### config.mk
export PLATFORM = sky130hd
export DESIGN_NAME = pool_max_engine
export DESIGN_NICKNAME = d
export VERILOG_FILES = /design/src/rtl/pool_max_engine.sv
export SDC_FILE = /design/constraint.sdc
export NUM_CORES = 1
export LEC_CHECK = 0
export ABC_AREA = 1
export CORE_UTILIZATION = 36
export DETAILED_ROUTE_END_ITERATION = 12
export PLACE_DENSITY_LB_ADDON = 0.25
export SLEW_MARGIN = 20
export SYNTH_ARGS = -nofsm -noshare
export SYNTH_HDL_FRONTEND = slang
export SYNTH_SLANG_ARGS = --single-unit
### constraint.sdc
create_clock -name clk -period 2.1 [get_ports clk]
set_input_delay 0.42 -clock clk [delete_from_list [all_inputs] [get_ports clk]]
set_output_delay 0.42 -clock clk [all_outputs]
set_load 0.02 [all_outputs]
### src/rtl/pool_max_engine.sv
// 2x2 stride-2 signed max pooling over a TILE x TILE register-file tile.
// Ports: clk/nrst, start, rd_addr/rd_en/rd_data (1-cycle read), out_* stream, busy, done.
module pool_max_engine #(
    parameter int DATA_W = 16,
    parameter int TILE   = 4,
    parameter int ADDR_W = 4
) (
    input  logic              clk,
    input  logic              nrst,
    input  logic              start,
    output logic [ADDR_W-1:0] rd_addr,
    output logic              rd_en,
    input  logic [DATA_W-1:0] rd_data,
    output logic [DATA_W-1:0] out_data,
    output logic              out_valid,
    input  logic              out_ready,
    output logic              busy,
    output logic              done
);

    localparam int HALF  = TILE / 2;
    localparam int NWIN  = HALF * HALF;
    localparam int WIN_W = (NWIN > 1) ? $clog2(NWIN) : 1;

    typedef enum logic [2:0] {
        IDLE,
        FETCH,
        DRAIN,
        EMIT,
        FIN
    } state_t;

    state_t              state_q, state_d;
    logic [WIN_W-1:0]    win_q, win_d;
    logic [1:0]          elem_q, elem_d;
    logic [ADDR_W-1:0]   rd_addr_q, rd_addr_d;
    logic                rd_en_q, rd_en_d;
    logic [DATA_W-1:0]   max_q, max_d;
    logic [DATA_W-1:0]   out_data_q, out_data_d;
    logic                out_valid_q, out_valid_d;
    logic                done_q, done_d;

    logic                first;
    logic                last_win;
    logic [DATA_W-1:0]   upd;

    // Element e of window w: bit0 steps a column, bit1 steps a row.
    function automatic logic [ADDR_W-1:0] elem_addr(
        input logic [WIN_W-1:0] w,
        input logic [1:0]       e
    );
        int r;
        int c;
        int a;
        r = int'(w) / HALF;
        c = int'(w) % HALF;
        a = 2 * r * TILE + 2 * c;
        a = a + (e[1] ? TILE : 0) + (e[0] ? 1 : 0);
        return ADDR_W'(a);
    endfunction

    // rd_data arriving in FETCH with elem_q==1 is element 0 of the window.
    assign first    = (state_q == FETCH) && (elem_q == 2'd1);
    assign last_win = (win_q == WIN_W'(NWIN - 1));
    assign upd      = (first || ($signed(rd_data) > $signed(max_q)))
                      ? rd_data : max_q;

    always_comb begin
        state_d     = state_q;
        win_d       = win_q;
        elem_d      = elem_q;
        rd_addr_d   = rd_addr_q;
        rd_en_d     = rd_en_q;
        max_d       = max_q;
        out_data_d  = out_data_q;
        out_valid_d = out_valid_q;
        done_d      = 1'b0;
        unique case (state_q)
            IDLE: begin
                if (start) begin
                    state_d   = FETCH;
                    win_d     = '0;
                    elem_d    = 2'd0;
                    rd_addr_d = elem_addr('0, 2'd0);
                    rd_en_d   = 1'b1;
                end
            end
            FETCH: begin
                if (elem_q != 2'd0) begin
                    max_d = upd;
                end
                if (elem_q == 2'd3) begin
                    state_d = DRAIN;
                    rd_en_d = 1'b0;
                end else begin
                    elem_d    = elem_q + 2'd1;
                    rd_addr_d = elem_addr(win_q, elem_q + 2'd1);
                end
            end
            DRAIN: begin
                max_d       = upd;
                out_data_d  = upd;
                out_valid_d = 1'b1;
                state_d     = EMIT;
            end
            EMIT: begin
                if (out_ready) begin
                    out_valid_d = 1'b0;
                    if (last_win) begin
                        state_d = FIN;
                        done_d  = 1'b1;
                    end else begin
                        state_d   = FETCH;
                        win_d     = win_q + 1'b1;
                        elem_d    = 2'd0;
                        rd_addr_d = elem_addr(win_q + 1'b1, 2'd0);
                        rd_en_d   = 1'b1;
                    end
                end
            end
            FIN: begin
                state_d = IDLE;
            end
            default: begin
                state_d = IDLE;
            end
        endcase
    end

    always_ff @(posedge clk or negedge nrst) begin
        if (!nrst) begin
            state_q     <= IDLE;
            win_q       <= '0;
            elem_q      <= 2'd0;
            rd_addr_q   <= '0;
            rd_en_q     <= 1'b0;
            max_q       <= '0;
            out_data_q  <= '0;
            out_valid_q <= 1'b0;
            done_q      <= 1'b0;
        end else begin
            state_q     <= state_d;
            win_q       <= win_d;
            elem_q      <= elem_d;
            rd_addr_q   <= rd_addr_d;
            rd_en_q     <= rd_en_d;
            max_q       <= max_d;
            out_data_q  <= out_data_d;
            out_valid_q <= out_valid_d;
            done_q      <= done_d;
        end
    end

    assign rd_addr   = rd_addr_q;
    assign rd_en     = rd_en_q;
    assign out_data  = out_data_q;
    assign out_valid = out_valid_q;
    assign done      = done_q;
    assign busy      = (state_q != IDLE);

endmodule

After elaboration in Yosys (flattened, before gate mapping)
Index checks and enable logic that the tools add are counted.
{"block": "word_totals", "regBits": 46, "wordCells": 76}
{"block": "op_classes", "n_addsub": 6, "magnitude_cmp": 1, "n_eq_ne": 12, "n_mux": 33, "reduce_logical": 15}
{"op": "16-bit two-way mux", "count": 2}
{"op": "16-bit one-hot mux with 2 select lines", "count": 1}
{"op": "16-bit > comparator", "count": 1}
{"op": "4-bit two-way mux", "count": 4}
{"op": "3-bit two-way mux", "count": 5}
{"op": "2-bit two-way mux", "count": 6}
{"op": "3-bit one-hot mux with 4 select lines", "count": 1}
{"op": "4-bit one-hot mux with 3 select lines", "count": 1}
{"op": "5-bit AND reduction", "count": 2}
{"op": "1-bit two-way mux", "count": 9}
{"op": "4-bit by 2-bit adder with 4-bit output", "count": 2}
{"op": "2-bit != test, second input constant", "count": 4}
{"op": "2-bit nonzero test", "count": 4}
{"op": "3-bit by 2-bit == test with 1-bit output, second input constant", "count": 2}
{"op": "2-bit one-hot mux with 3 select lines", "count": 1}
{"op": "3-bit nonzero test", "count": 2}
{"op": "2-bit by 1-bit adder with 2-bit output, second input constant", "count": 2}
{"op": "4-bit by 1-bit adder with 4-bit output", "count": 1}
{"op": "4-bit by 3-bit adder with 4-bit output", "count": 1}
{"op": "2-bit == test, second input constant", "count": 2}
{"op": "2-bit by 1-bit != test with 1-bit output, second input constant", "count": 2}
{"op": "2-bit one-hot mux with 2 select lines", "count": 1}
{"op": "2-bit AND reduction", "count": 2}
{"op": "4-bit AND reduction", "count": 1}
{"op": "8 further kinds", "count": 8}

Depth between registers and ports, before layout
Gate-level depths: netlist (run 1).
{"block": "depth", "ltp_word": 6, "ltp_mapped": 18}

Least setup slack after synthesis (run 1)
No wires, ideal clock.
{"block": "synth_path", "kind": "in2reg", "start": "input rd_data[15]", "end": "register max_q[10]", "arrival_ps": 1746, "required_ps": 1982, "slack_ps": 237, "path_stages": 13, "n_path_buf": 1, "cell_sequence": "ha_1 > nand2_2 > o21bai_1 > nand2_1 > a21oi_2 > nand2_1 > nand2_2 > nand3_4 > nand2_4 > buf_12 > nand2_4 > nand3_1 > nand2_1"}
{"block": "synth_via", "elab_chain_len": 5}
{"element": "from (decl)", "line_no": "13", "source": "input logic [DATA_W-1:0] rd_data,"}
{"element": "16-bit > comparator (*)", "line_no": "65", "source": "assign upd = (first || ($signed(rd_data) > $signed(max_q)))"}
{"element": "1-bit logical OR (*)", "line_no": "65"}
{"element": "16-bit two-way mux (*)", "line_no": "66", "source": "? rd_data : max_q;"}
{"element": "16-bit two-way mux", "line_no": "89", "source": "if (elem_q != 2'd0) begin"}
{"element": "16-bit one-hot mux with 2 select lines (*)", "line_no": "78", "source": "unique case (state_q)"}
{"element": "to (signal assigned)", "line_no": "147", "source": "max_q <= max_d;"}
{"element": "to (decl)", "line_no": "38", "source": "logic [DATA_W-1:0] max_q, max_d;"}
Every way passes the cells marked *; elsewhere a longest branch is shown, timed or not. The select of a mux whose other input is x is not followed.
A chain may end at the register's enable or synchronous reset.

Final worst setup path (run 1)
{"block": "layout_path", "start": "register max_q[10]", "end": "register out_data_q[0] (netlist: out_data[0])"}
{"block": "layout_via", "elab_chain_len": 3}
{"element": "16-bit > comparator", "line_no": "65"}
{"element": "1-bit logical OR", "line_no": "65"}
{"element": "16-bit two-way mux", "line_no": "66"}
{"element": "to (signal assigned)", "line_no": "148", "source": "out_data_q <= out_data_d;"}
{"element": "to (decl)", "line_no": "39", "source": "logic [DATA_W-1:0] out_data_q, out_data_d;"}
No other way between the ends.

==> results.txt, run 1 <==
Status = finished clean
Tot Pwr = 6.17 mW
Cell area after synthesis = 0.00275 sq mm
Rel. slew slack = 78.7%
Post-Synthesis Net Count = 382
Largest net degree at the start of global routing = 46
WP data arrival = 2.30 ns
Post-synth top cells = nand2_1 (105), nand3_1 (51), inv_1 (46), dfrtp_1 (45), ha_1 (20)
IO buf count = 43
Router iterations before antenna repair = 4
Initial antenna violation count = 0
Fin nets = 440
Startpoint Class = register
1st-iter DRT viols = 101
Ys async rst share = 100%
Cell taking the most area after synthesis = dfrtp_1
Global Route Usage Sum = 17.8%
Tcrit/Tclk final = 97.7%
Filler cells = 687
Vias in the first global route = 2254
Grt ovf = 0
#FFs+latches synth = 45
Count leader, synth = nand2_1
Final setup violation count = 0
Crit Path Category = register to register
Top cells by area, synth = dfrtp_1 (41%), nand2_1 (14%), nand3_1 (9.3%), ha_1 (9.1%), inv_1 (6.3%)
Req. time, crit path = 2.35 ns
Post-Synth Adder-Cell Area = 9.09%
Row cnt = 31
Gpl congestion = 0.778
Setup TNS = 0 ns
Unrepaired setup endpoints after global routing = true
Die area = 0.00800 sq mm
Clk Latency, worst-skew pair = 0.31 ns
Final antenna-violating net count = 0
CP max FO = 6
Initial Util = 37.5%
CTS tree = built
First-pass GRT wire length = 10600 um
Diode count = 0
Remaining DRCs = 0
Worst Setup End Kind = register
Multi-input gate area = 0.00153 sq mm
Top cell type's share of synthesized area = 40.9%
Average instance area after synthesis = 8.05 sq um
Routed Wire Length = 6590 um
Worst Tran Pin Value = 0.320 ns
Synth Instances = 342
HPWL Detailed = 4530 um
Worst vdd ir = 0.753 mV
H-tree levels = 2
Clock transition at path regs = 0.09 ns
Ys flop type = dfrtp_1
Drt wl/cell = 13.2 um
CTS hold repair buffers = 0
Reg2reg setup slack = 0.05 ns
Worst hold margin = 0.0692 ns
Sequential share of the synthesized area = 40.9%
Seq. cell area = 0.00113 sq mm
Synth Area in Simple Gates = 34.9%
Post-route design area = 0.00371 sq mm
Power Dens Cells = 1660 mW/mm^2
Die Ht = 89.4 um
HP Class = primary input to async pin
Synth cell types = 34
Core Area = 0.00733 sq mm
Clock sink total = 45
Max-cap violations = 0
Via Count = 2346
Root buffer cell = clkbuf_8
Max Clk Rate = 0.488 GHz
Final Critical Period = 2.05 ns
Drt via density = 4.69
Synth Area in Compound Gates = 4.55%
Final core utilization = 50.7%
Synth warn = 0
Slew Viols, Final = 0
Layout cells sized above 1 = 22.9%
Final hold vios = 0
Max Clock Skew = 0.00810 ns
Die W = 89.4 um
CTS buffer count = 5
Xor and xnor area share after synthesis = 0%
# IOs = 44
Post-synth EDFFs = 0
Area Growth Syn to Fin = 35.0%
CTS Buffer Depth = 2
Post-synthesis mux area share = 0%
Lkg Pwr = 1.95 nW
Largest family of logic cells by synthesized area = simple AND/OR/NAND/NOR gates
Area after DPL = 0.00336 sq mm
[stage by stage]
step,instances,worst slack (ns)
detailed placement,488,-0.396
global route,500,-0.0812
floorplan,342,0.237
finish,500,0.0492
CTS,497,0.00290
global placement,488,-0.347
[logic make-up (layout without fill, tap and decap cells)]
| family | after synthesis | count (layout) |
|---|---|---|
| buffers and inverters | 63 | 122 |
| AO/OA/AOI/OAI | 19 | 19 |
| adder cells (fa/ha/maj) | 20 | 20 |
| flip-flops | 45 | 45 |
| AND/OR/NAND/NOR | 195 | 195 |
[layout by cell type (no fill, tap or decap), drive strengths merged, types with 2 or more instances in the layout]
master	instances
inv	55
dfrtp	45
nand4	2
buf	17
nor2	17
nand2	121
clkdlybuf4s50	28
dlymetal6s2s	8
nor3	2
a21oi	4
o21ai	10
dlygate4sd2	6
nand3	53
clkbuf	6
ha	20
[registers in the layout, indices dropped and copies added (netlist names)]
signal / count
win_q: 2
out_data: 16
state_q: 3
elem_q: 1
out_valid: 1
done: 1
max_q: 16
rd_en: 1
rd_addr: 4
[worst max-delay path, cell delays in order (launching register included)]
cell     delay (ns)
dfrtp_1        0.36
inv_1          0.09
ha_4           0.28
nand4_1        0.15
nor3_2         0.26
nand2_1        0.11
nand2_1        0.09
nand2_2        0.06
nand3_4        0.09
nand2_4        0.10
buf_12         0.16
nand2_2        0.08
nand3_2        0.08
nand2_1        0.09
[report_power, final]
group | internal [mW] | switching, mW | total (mW)
combinational | 1.64 | 2.31 | 3.95
sequential | 1.28 | 0.231 | 1.51
clock | 0.387 | 0.323 | 0.710
[routing by layer]
metal / GRT usage (%) / wire, um / vias to the layer above
met1: 23.7 / 3170 / 1104
met3: 3.42 / 260 / 7
met5: 0 / 0 / -
met4: 6.49 / 89 / 0
met2: 29.0 / 3080 / 46
li1: - / - / 1189
[path summary, 6_finish.rpt]
| check | start | end | cells past startpoint |
|---|---|---|---|
| max in group asynchronous | nrst | out_data[2]$_DFFE_PN0P_ | 2 |
| worst min-delay path | nrst | max_q[15]$_DFFE_PN0P_ | 2 |
| worst max register to register | max_q[10]$_DFFE_PN0P_ | out_data[0]$_DFFE_PN0P_ | 13 |
| worst min register to register | out_data[1]$_DFFE_PN0P_ | out_data[1]$_DFFE_PN0P_ | 2 |
| worst max-delay path | max_q[10]$_DFFE_PN0P_ | out_data[0]$_DFFE_PN0P_ | 13 |
| min in group clk | out_data[1]$_DFFE_PN0P_ | out_data[1]$_DFFE_PN0P_ | 2 |
[layout make-up]
| cell class | instances | share of cell area (%) |
|---|---|---|
| tap | 99 | 3.33 |
| inverter | 55 | 5.69 |
| clock inverter | 2 | 1.01 |
| sequential | 45 | 30.3 |
| multi-input combinational | 234 | 41.1 |
| timing repair buffer | 59 | 16.4 |
| clock buffer | 6 | 2.22 |
[what timing repair did]
action                     4_1_cts  5_1_grt
pin swaps                        9       29
setup endpoints to repair       30       33
buffers inserted                 1        3
gates resized for setup         10       36
hold endpoints to repair         0        0
No activity file was read; power rests on OpenSTA's default activity.
==> run 2, diff against run 1 <==
==> constraint.sdc (replaced) <==
create_clock -name clk -period 1.92 [get_ports clk]
set_input_delay 0.384 -clock clk [delete_from_list [all_inputs] [get_ports clk]]
set_output_delay 0.384 -clock clk [all_outputs]
set_load 0.02 [all_outputs]
==> run 2 against run 1 <==
  * The flow now finishes with violations (setup timing)
  * Sequential cell count unchanged
  * Critical endpoint is now out_data[6]$_DFFE_PN0P_
  * Critical path depth unchanged
  * Sequential share of layout area down 1.2 points
  * Register-to-register slack worse by 0.10 ns
  * Combinational power up 19%
  * First-iteration DRC count down 36%
  * Final cell count up 0.40%
  * Hold slack better by 0.077 ns
  * Clock skew about the same
  * Largest cell class unchanged
  * Core utilization up 2.2 points
  * Global-route usage down 0.082 points
==> results.txt, run 2 (same netlist as run 1, synthesis figures left out) <==
Max-cap violations = 0 (unchanged)
Gpl congestion = 0.829 (+6.5%)
Final setup violation count = 31 (+31)
Crit Path Category = register to register
Routed Wire Length = 6840 um (+3.8%)
Diode count = 0 (unchanged)
Final Critical Period = 1.97 ns (-0.0786 ns)
Vias in the first global route = 2387 (+5.9%)
Clock sink total = 45 (unchanged)
Remaining DRCs = 0 (unchanged)
Max Clk Rate = 0.507 GHz (+4.0%)
H-tree levels = 2 (unchanged)
Via Count = 2333 (-0.55%)
Rel. slew slack = 60.2% (-18 points)
Critical path origin = max_q[11]$_DFFE_PN0P_
Worst Setup End Kind = register
1st-iter DRT viols = 65 (-36%)
Clk Latency, worst-skew pair = 0.31 ns (about the same)
Top delay family on crit path = simple AND/OR/NAND/NOR gates
Tot Pwr = 7.12 mW (+15%)
Max Clock Skew = 0.00824 ns (+0.000140 ns)
First-pass GRT wire length = 10800 um (+1.1%)
Non-Filler Instances = 502 (+0.40%)
Max stage delay cell, worst path = dfrtp_1
CTS tree = built
Worst vdd ir = 1.06 mV (+40%)
Slew Viols, Final = 0 (unchanged)
Dpl cells = 490 (+0.41%)
CTS Buffer Depth = 2 (unchanged)
Die Ht = 89.4 um (unchanged)
Launch point of the worst reg-to-reg path = max_q[11]$_DFFE_PN0P_
Unrepaired setup endpoints after global routing = true
IO buf count = 43 (unchanged)
Lkg Pwr = 1.95 nW (about the same)
Final antenna-violating net count = 0 (unchanged)
Failing checks = setup timing
Final hold vios = 0 (unchanged)
Drt via density = 4.65 (-0.95%)
CTS buffer count = 5 (unchanged)
Final WS setup = -0.0522 ns (-0.101 ns)
Initial Util = 37.5% (unchanged)
Most common cell after layout, fill and taps aside = nand2_1
WP buf/inv = 2 (unchanged)
CP max FO = 5 (-1)
Power Dens Cells = 1840 mW/mm^2 (+11%)
CP max stage delay = 0.41 ns (+0.05 ns)
Die W = 89.4 um (unchanged)
Worst Tran Pin Value = 0.598 ns (+0.278 ns)
Seq. cell area = 0.00113 sq mm (unchanged)
Largest net degree at the start of global routing = 46 (unchanged)
Fin nets = 442 (+0.45%)
Initial antenna violation count = 0 (unchanged)
# IOs = 44 (unchanged)
Root buffer cell = clkbuf_8
Drt wl/cell = 13.6 um (+3.4%)
Layout cells sized above 1 = 33.5% (+11 points)
Row cnt = 31 (unchanged)
CTS hold repair buffers = 0 (unchanged)
Router iterations before antenna repair = 4 (unchanged)
Clock transition at path regs = 0.10 ns (about the same)
Most used cell, CP = nand2_2
Worst path cell trace = inv_2 > ha_4 > a21oi_2 > nand2_2 > a21oi_4 > nand2_2 > nand2_2 > nand3_4 > nand2_4 > buf_8 > nand2_4 > nand3_2 > nand2_1
WP data arrival = 2.18 ns (-0.12 ns)
Setup TNS = -0.934 ns (-0.934 ns)
Startpoint Class = register
HPWL Detailed = 4500 um (-0.60%)
Grt ovf = 0 (unchanged)
Die area = 0.00800 sq mm (unchanged)
HP Class = primary input to async pin
Global Route Usage Sum = 17.8% (-0.082 points)
Req. time, crit path = 2.13 ns (-0.22 ns)
Multi-input gate area = 0.00171 sq mm (+12%)
Core Area = 0.00733 sq mm (unchanged)
Commonest non-fill, non-tap cells in the layout = nand2_1 (91), dfrtp_1 (45), inv_1 (34), nand3_2 (34), clkdlybuf4s50_1 (25)
Filler cells = 668 (-2.8%)
Tcrit/Tclk final = 103% (+5.1 points)
Area Growth Syn to Fin = 40.7%
Status = finished with violations
## run 2: cell types whose count changed in the layout (fill, tap and decap cells not counted), sizes merged
| cell | before | now |
|---|---|---|
| dlygate4sd2 | 6 | 14 |
| dlymetal6s2s | 8 | 3 |
| clkbuf | 6 | 5 |
| buf | 17 | 19 |
| clkinv | 0 | 1 |
| clkdlybuf4s50 | 28 | 25 |
## run 2: what timing repair did
item / CTS / global route
buffers inserted: 2 / 2
resized for setup: 42 / 63
pin swaps: 24 / 35
setup endpoints to repair: 33 / 33
## run 2: final timing paths
kind | endpoint | slack (ns) | depth (start not counted)
setup / recovery | out_data[6]$_DFFE_PN0P_ | -0.05 | 13
hold / removal | max_q[15]$_DFFE_PN0P_ | 0.15 | 2
setup reg to reg | out_data[6]$_DFFE_PN0P_ | -0.05 | 13
hold reg to reg | out_data[1]$_DFFE_PN0P_ | 0.48 | 2
max in group asynchronous | max_q[9]$_DFFE_PN0P_ | 1.35 | 2
min in group clk | out_data[0]$_DFFE_PN0P_ | 0.43 | 5
## run 2: final cells by class
type                            instances  area share [%]
Inverter                               55            5.46
Sequential cell                        45            29.1
Multi-Input combinational cell        234            44.3
Timing Repair Buffer                   61            15.0
Tap cell                               99            3.20
Clock inverter                          3            1.20
Clock buffer                            5            1.78
## run 2: per-stage QoR
step	util (%)	setup WS (ns)	instance area [sq um]	hold WS (ns)
final	52.8	-0.0522	3870	0.146
after CTS	48.8	-0.0786	3580	0.188
after global routing	52.8	-0.152	3870	0.216
after floorplan	-	0.0928	2750	0.0884
after detailed placement	45.4	-0.521	3330	0.466
after global placement	45.4	-0.478	3330	0.462
## run 2: where the power goes
group	internal, mW	switching (mW)
combinational	1.94	2.75
sequential	1.40	0.272
clock	0.390	0.366
total	3.73	3.39
## run 2: metal layers
| layer | up-vias | track usage [%] | wire length (um) |
|---|---|---|---|
| met3 | 8 | 2.95 | 196 |
| met2 | 37 | 31.4 | 3280 |
| li1 | 1192 | - | - |
| met5 | - | 0 | 0 |
| met4 | 0 | 4.62 | 106 |
| met1 | 1096 | 22.5 | 3250 |
==> run 3, diff against run 2 <==
--- a/config.mk
+++ b/config.mk
@@ -5,7 +5,6 @@
 export SDC_FILE = /design/constraint.sdc
 export NUM_CORES = 1
 export LEC_CHECK = 0
-export ABC_AREA = 1
 export CORE_UTILIZATION = 36
 export DETAILED_ROUTE_END_ITERATION = 12
 export PLACE_DENSITY_LB_ADDON = 0.25
==> run 3 against run 2 <==
  * The run still ends with setup timing left
  * Clock-buffer cell count is the same
  * Sequential power hardly changed
  * Critical path depth shrank 4
  * Design area is 6.1% lower
  * Worst setup slack got worse by 0.39 ns
  * Sequential cell count unchanged
  * Clock skew shrank 0.0012 ns
  * Global-route usage is 1.9 points lower
  * Die area shrank 9.5%
  * First-iteration DRC count rose by 29%
  * Power is 1.8% lower
  * Non-clock buffer count grew 32
  * Critical path type unchanged
  * Critical endpoint is now max_q[11]$_DFFE_PN0P_
  * Highest routed layer unchanged
==> results.txt, run 3 <==
Max-cap violations = 0 (unchanged)
Unrepaired setup endpoints after global routing = true
Reg2reg setup slack = -0.44 ns (-0.39 ns)
HP Class = primary input to async pin
Initial Util = 38.3% (+0.71 points)
Die Ht = 85.1 um (-4.9%)
Layout cells sized above 1 = 31.1% (-2.4 points)
Worst hold margin = 0.168 ns (+0.0213 ns)
#FFs+latches synth = 45 (unchanged)
Row cnt = 29 (-6.5%)
Crit Path Category = register to register
CTS tree = built
Root buffer cell = clkbuf_8
Initial antenna violation count = 0 (unchanged)
IO buf count = 43 (unchanged)
Via Count = 1927 (-17%)
Final Critical Period = 2.36 ns (+0.390 ns)
Cell taking the most area after synthesis = dfrtp_1
Synth Instances = 233 (-32%)
Average instance area after synthesis = 10.7 sq um (+33%)
Cell area after synthesis = 0.00248 sq mm (-9.7%)
Status = finished with violations
Count leader, synth = dfrtp_1
Max Clk Rate = 0.423 GHz (-16%)
Gpl congestion = 0.822 (-0.84%)
Drt via density = 4.79 (+3.1%)
Final hold vios = 0 (unchanged)
Router iterations before antenna repair = 4 (unchanged)
Non-Filler Instances = 402 (-20%)
Setup TNS = -11.71 ns (-10.78 ns)
Worst Setup End Kind = register
Top cells by area, synth = dfrtp_1 (45%), ha_1 (10%), mux2i_1 (6.8%), mux2_4 (6.0%), a21oi_1 (5.2%)
Post-synth EDFFs = 0 (unchanged)
Final setup violation count = 32 (+3.2%)
Die W = 85.1 um (-4.9%)
CP max FO = 5 (unchanged)
Sequential share of the synthesized area = 45.3% (+4.4 points)
Remaining DRCs = 0 (unchanged)
Diode count = 0 (unchanged)
Post-Synthesis Net Count = 273 (-29%)
Global Route Usage Sum = 15.9% (-1.9 points)
Commonest non-fill, non-tap cells in the layout = dfrtp_1 (45), buf_4 (45), nor2_1 (27), a21oi_1 (26), clkdlybuf4s50_1 (25)
Max Clock Skew = 0.00703 ns (-0.00120 ns)
First-pass GRT wire length = 8960 um (-17%)
CTS buffer count = 5 (unchanged)
Tot Pwr = 7.00 mW (-1.8%)
# IOs = 44 (unchanged)
Dpl cells = 391 (-20%)
Area Growth Syn to Fin = 46.4%
Post-synth top cells = dfrtp_1 (45), nor2_1 (27), a21oi_1 (26), inv_1 (22), ha_1 (20)
Power Dens Cells = 1920 mW/mm^2 (+4.6%)
Routed Wire Length = 5300 um (-23%)
Failing checks = setup timing
Synth cell types = 38 (+12%)
Area after DPL = 0.00338 sq mm (+1.5%)
Ys async rst share = 100% (unchanged)
CTS hold repair buffers = 0 (unchanged)
Synth warn = 0 (unchanged)
Clock sink total = 45 (unchanged)
Largest net degree at the start of global routing = 46 (unchanged)
Startpoint Class = register
Slew Viols, Final = 0 (unchanged)
Final antenna-violating net count = 0 (unchanged)
Vias in the first global route = 1961 (-18%)
Max stage delay cell, worst path = or4_4
Rel. slew slack = 61.1% (+0.99 points)
Ys flop type = dfrtp_1
CP max stage delay = 0.57 ns (+0.16 ns)
Worst Tran Pin Value = 0.583 ns (-0.0148 ns)
Drt wl/cell = 13.2 um (-3.3%)
Lkg Pwr = 1.75 nW (-10%)
H-tree levels = 2 (unchanged)
Grt ovf = 0 (unchanged)
Clk Latency, worst-skew pair = 0.30 ns (about the same)
Die area = 0.00724 sq mm (-9.5%)
HPWL Detailed = 3730 um (-17%)
WP data arrival = 2.55 ns (+0.37 ns)
Final WS setup = -0.442 ns (-0.390 ns)
Fin nets = 364 (-18%)
Worst vdd ir = 0.716 mV (-32%)
Post-route design area = 0.00364 sq mm (-6.1%)
Clock transition at path regs = 0.09 ns (about the same)
Worst path cell trace = inv_2 > ha_4 > nand4_1 > or4_4 > a22o_1 > o211ai_2 > a21oi_4 > buf_12 > mux2_4
CTS Buffer Depth = 2 (unchanged)
Tcrit/Tclk final = 123% (+20 points)
Core Area = 0.00649 sq mm (-11%)
1st-iter DRT viols = 84 (+29%)
Req. time, crit path = 2.10 ns (-0.03 ns)
Top cell type's share of synthesized area = 45.3% (+4.4 points)
==> run 3: cell count changes after synthesis, sizes merged, moves of 2 or more <==
cell / previous run / this run
nor2: 17 / 27
mux2i: 0 / 17
nand2: 121 / 11
a21oi: 4 / 28
clkbuf: 1 / 4
nand4: 2 / 4
a21o: 1 / 5
nand3: 53 / 0
mux2: 0 / 19
o21ai: 10 / 3
nor2b: 0 / 2
inv: 55 / 22
==> run 3: report_power, final <==
part | total, mW | leakage, nW | internal, mW | switching, mW
combinational | 4.48 | 1.16 | 2.52 | 1.96
clock | 0.851 | 0.0681 | 0.517 | 0.334
sequential | 1.66 | 0.521 | 1.42 | 0.246
total | 7.00 | 1.75 | 4.46 | 2.54
==> run 3: through the flow <==
| step | worst slack [ns] | utilization (%) |
|---|---|---|
| after floorplan | -0.355 | - |
| after global placement | -0.913 | 52.0 |
| after detailed placement | -0.963 | 52.0 |
| after CTS | -0.446 | 56.1 |
| after global routing | -0.543 | 56.0 |
| final | -0.442 | 56.0 |
==> run 3: path summary, 6_finish.rpt <==
kind	start	to	cells past startpoint
setup reg to reg	max_q[6]$_DFFE_PN0P_	max_q[11]$_DFFE_PN0P_	9
min in group clk	out_valid$_DFFE_PN0P_	out_valid$_DFFE_PN0P_	1
setup / recovery	max_q[6]$_DFFE_PN0P_	max_q[11]$_DFFE_PN0P_	9
max in group asynchronous	nrst	max_q[4]$_DFFE_PN0P_	2
hold reg to reg	out_valid$_DFFE_PN0P_	out_valid$_DFFE_PN0P_	1
hold / removal	nrst	out_data[13]$_DFFE_PN0P_	2
==> run 3: routing by layer <==
| layer | up-vias | wire length, um | global-route usage [%] |
|---|---|---|---|
| met3 | 7 | 176 | 3.21 |
| met5 | - | 0 | 0 |
| met2 | 34 | 2480 | 26.6 |
| met4 | 0 | 74 | 5.08 |
| li1 | 991 | - | - |
| met1 | 895 | 2570 | 20.6 |
==> run 3: worst max-delay path: cells and delay by family (launching register included) <==
kind | cells | cell delay (ns)
simple gates | 2 | 0.71
mux | 1 | 0.29
fa+ha+maj | 1 | 0.25
buf+inv | 2 | 0.23
flops | 1 | 0.38
compound gates | 3 | 0.38
==> run 3: kinds of logic after synthesis <==
kind of cell,count (synthesis),share of synthesized area [%]
and+or+nand+nor,54,10.3
AOI/OAI and AO/OA,46,11.4
DFF,45,45.3
muxes,36,17.0
buffers and inverters,31,5.54
adders and majority gates,20,10.1
xor gates and xnor gates,1,0.353
==> run 3: cell type report <==
cell class                 count  area (sq um)
inverter                      22          82.6
multi-input combinational    157          1380
tap                           77          96.3
clock buffer                   5          68.8
timing repair buffer          93           820
fill                         571          2860
sequential                    45          1130
clock inverter                 3          65.1
==> run 3: what timing repair did <==
action                     4_1_cts  5_1_grt
setup endpoints to repair       33       33
pin swaps                       27        4
gates resized for setup         34        1
cloned                           1        0
setup buffers                    2        0
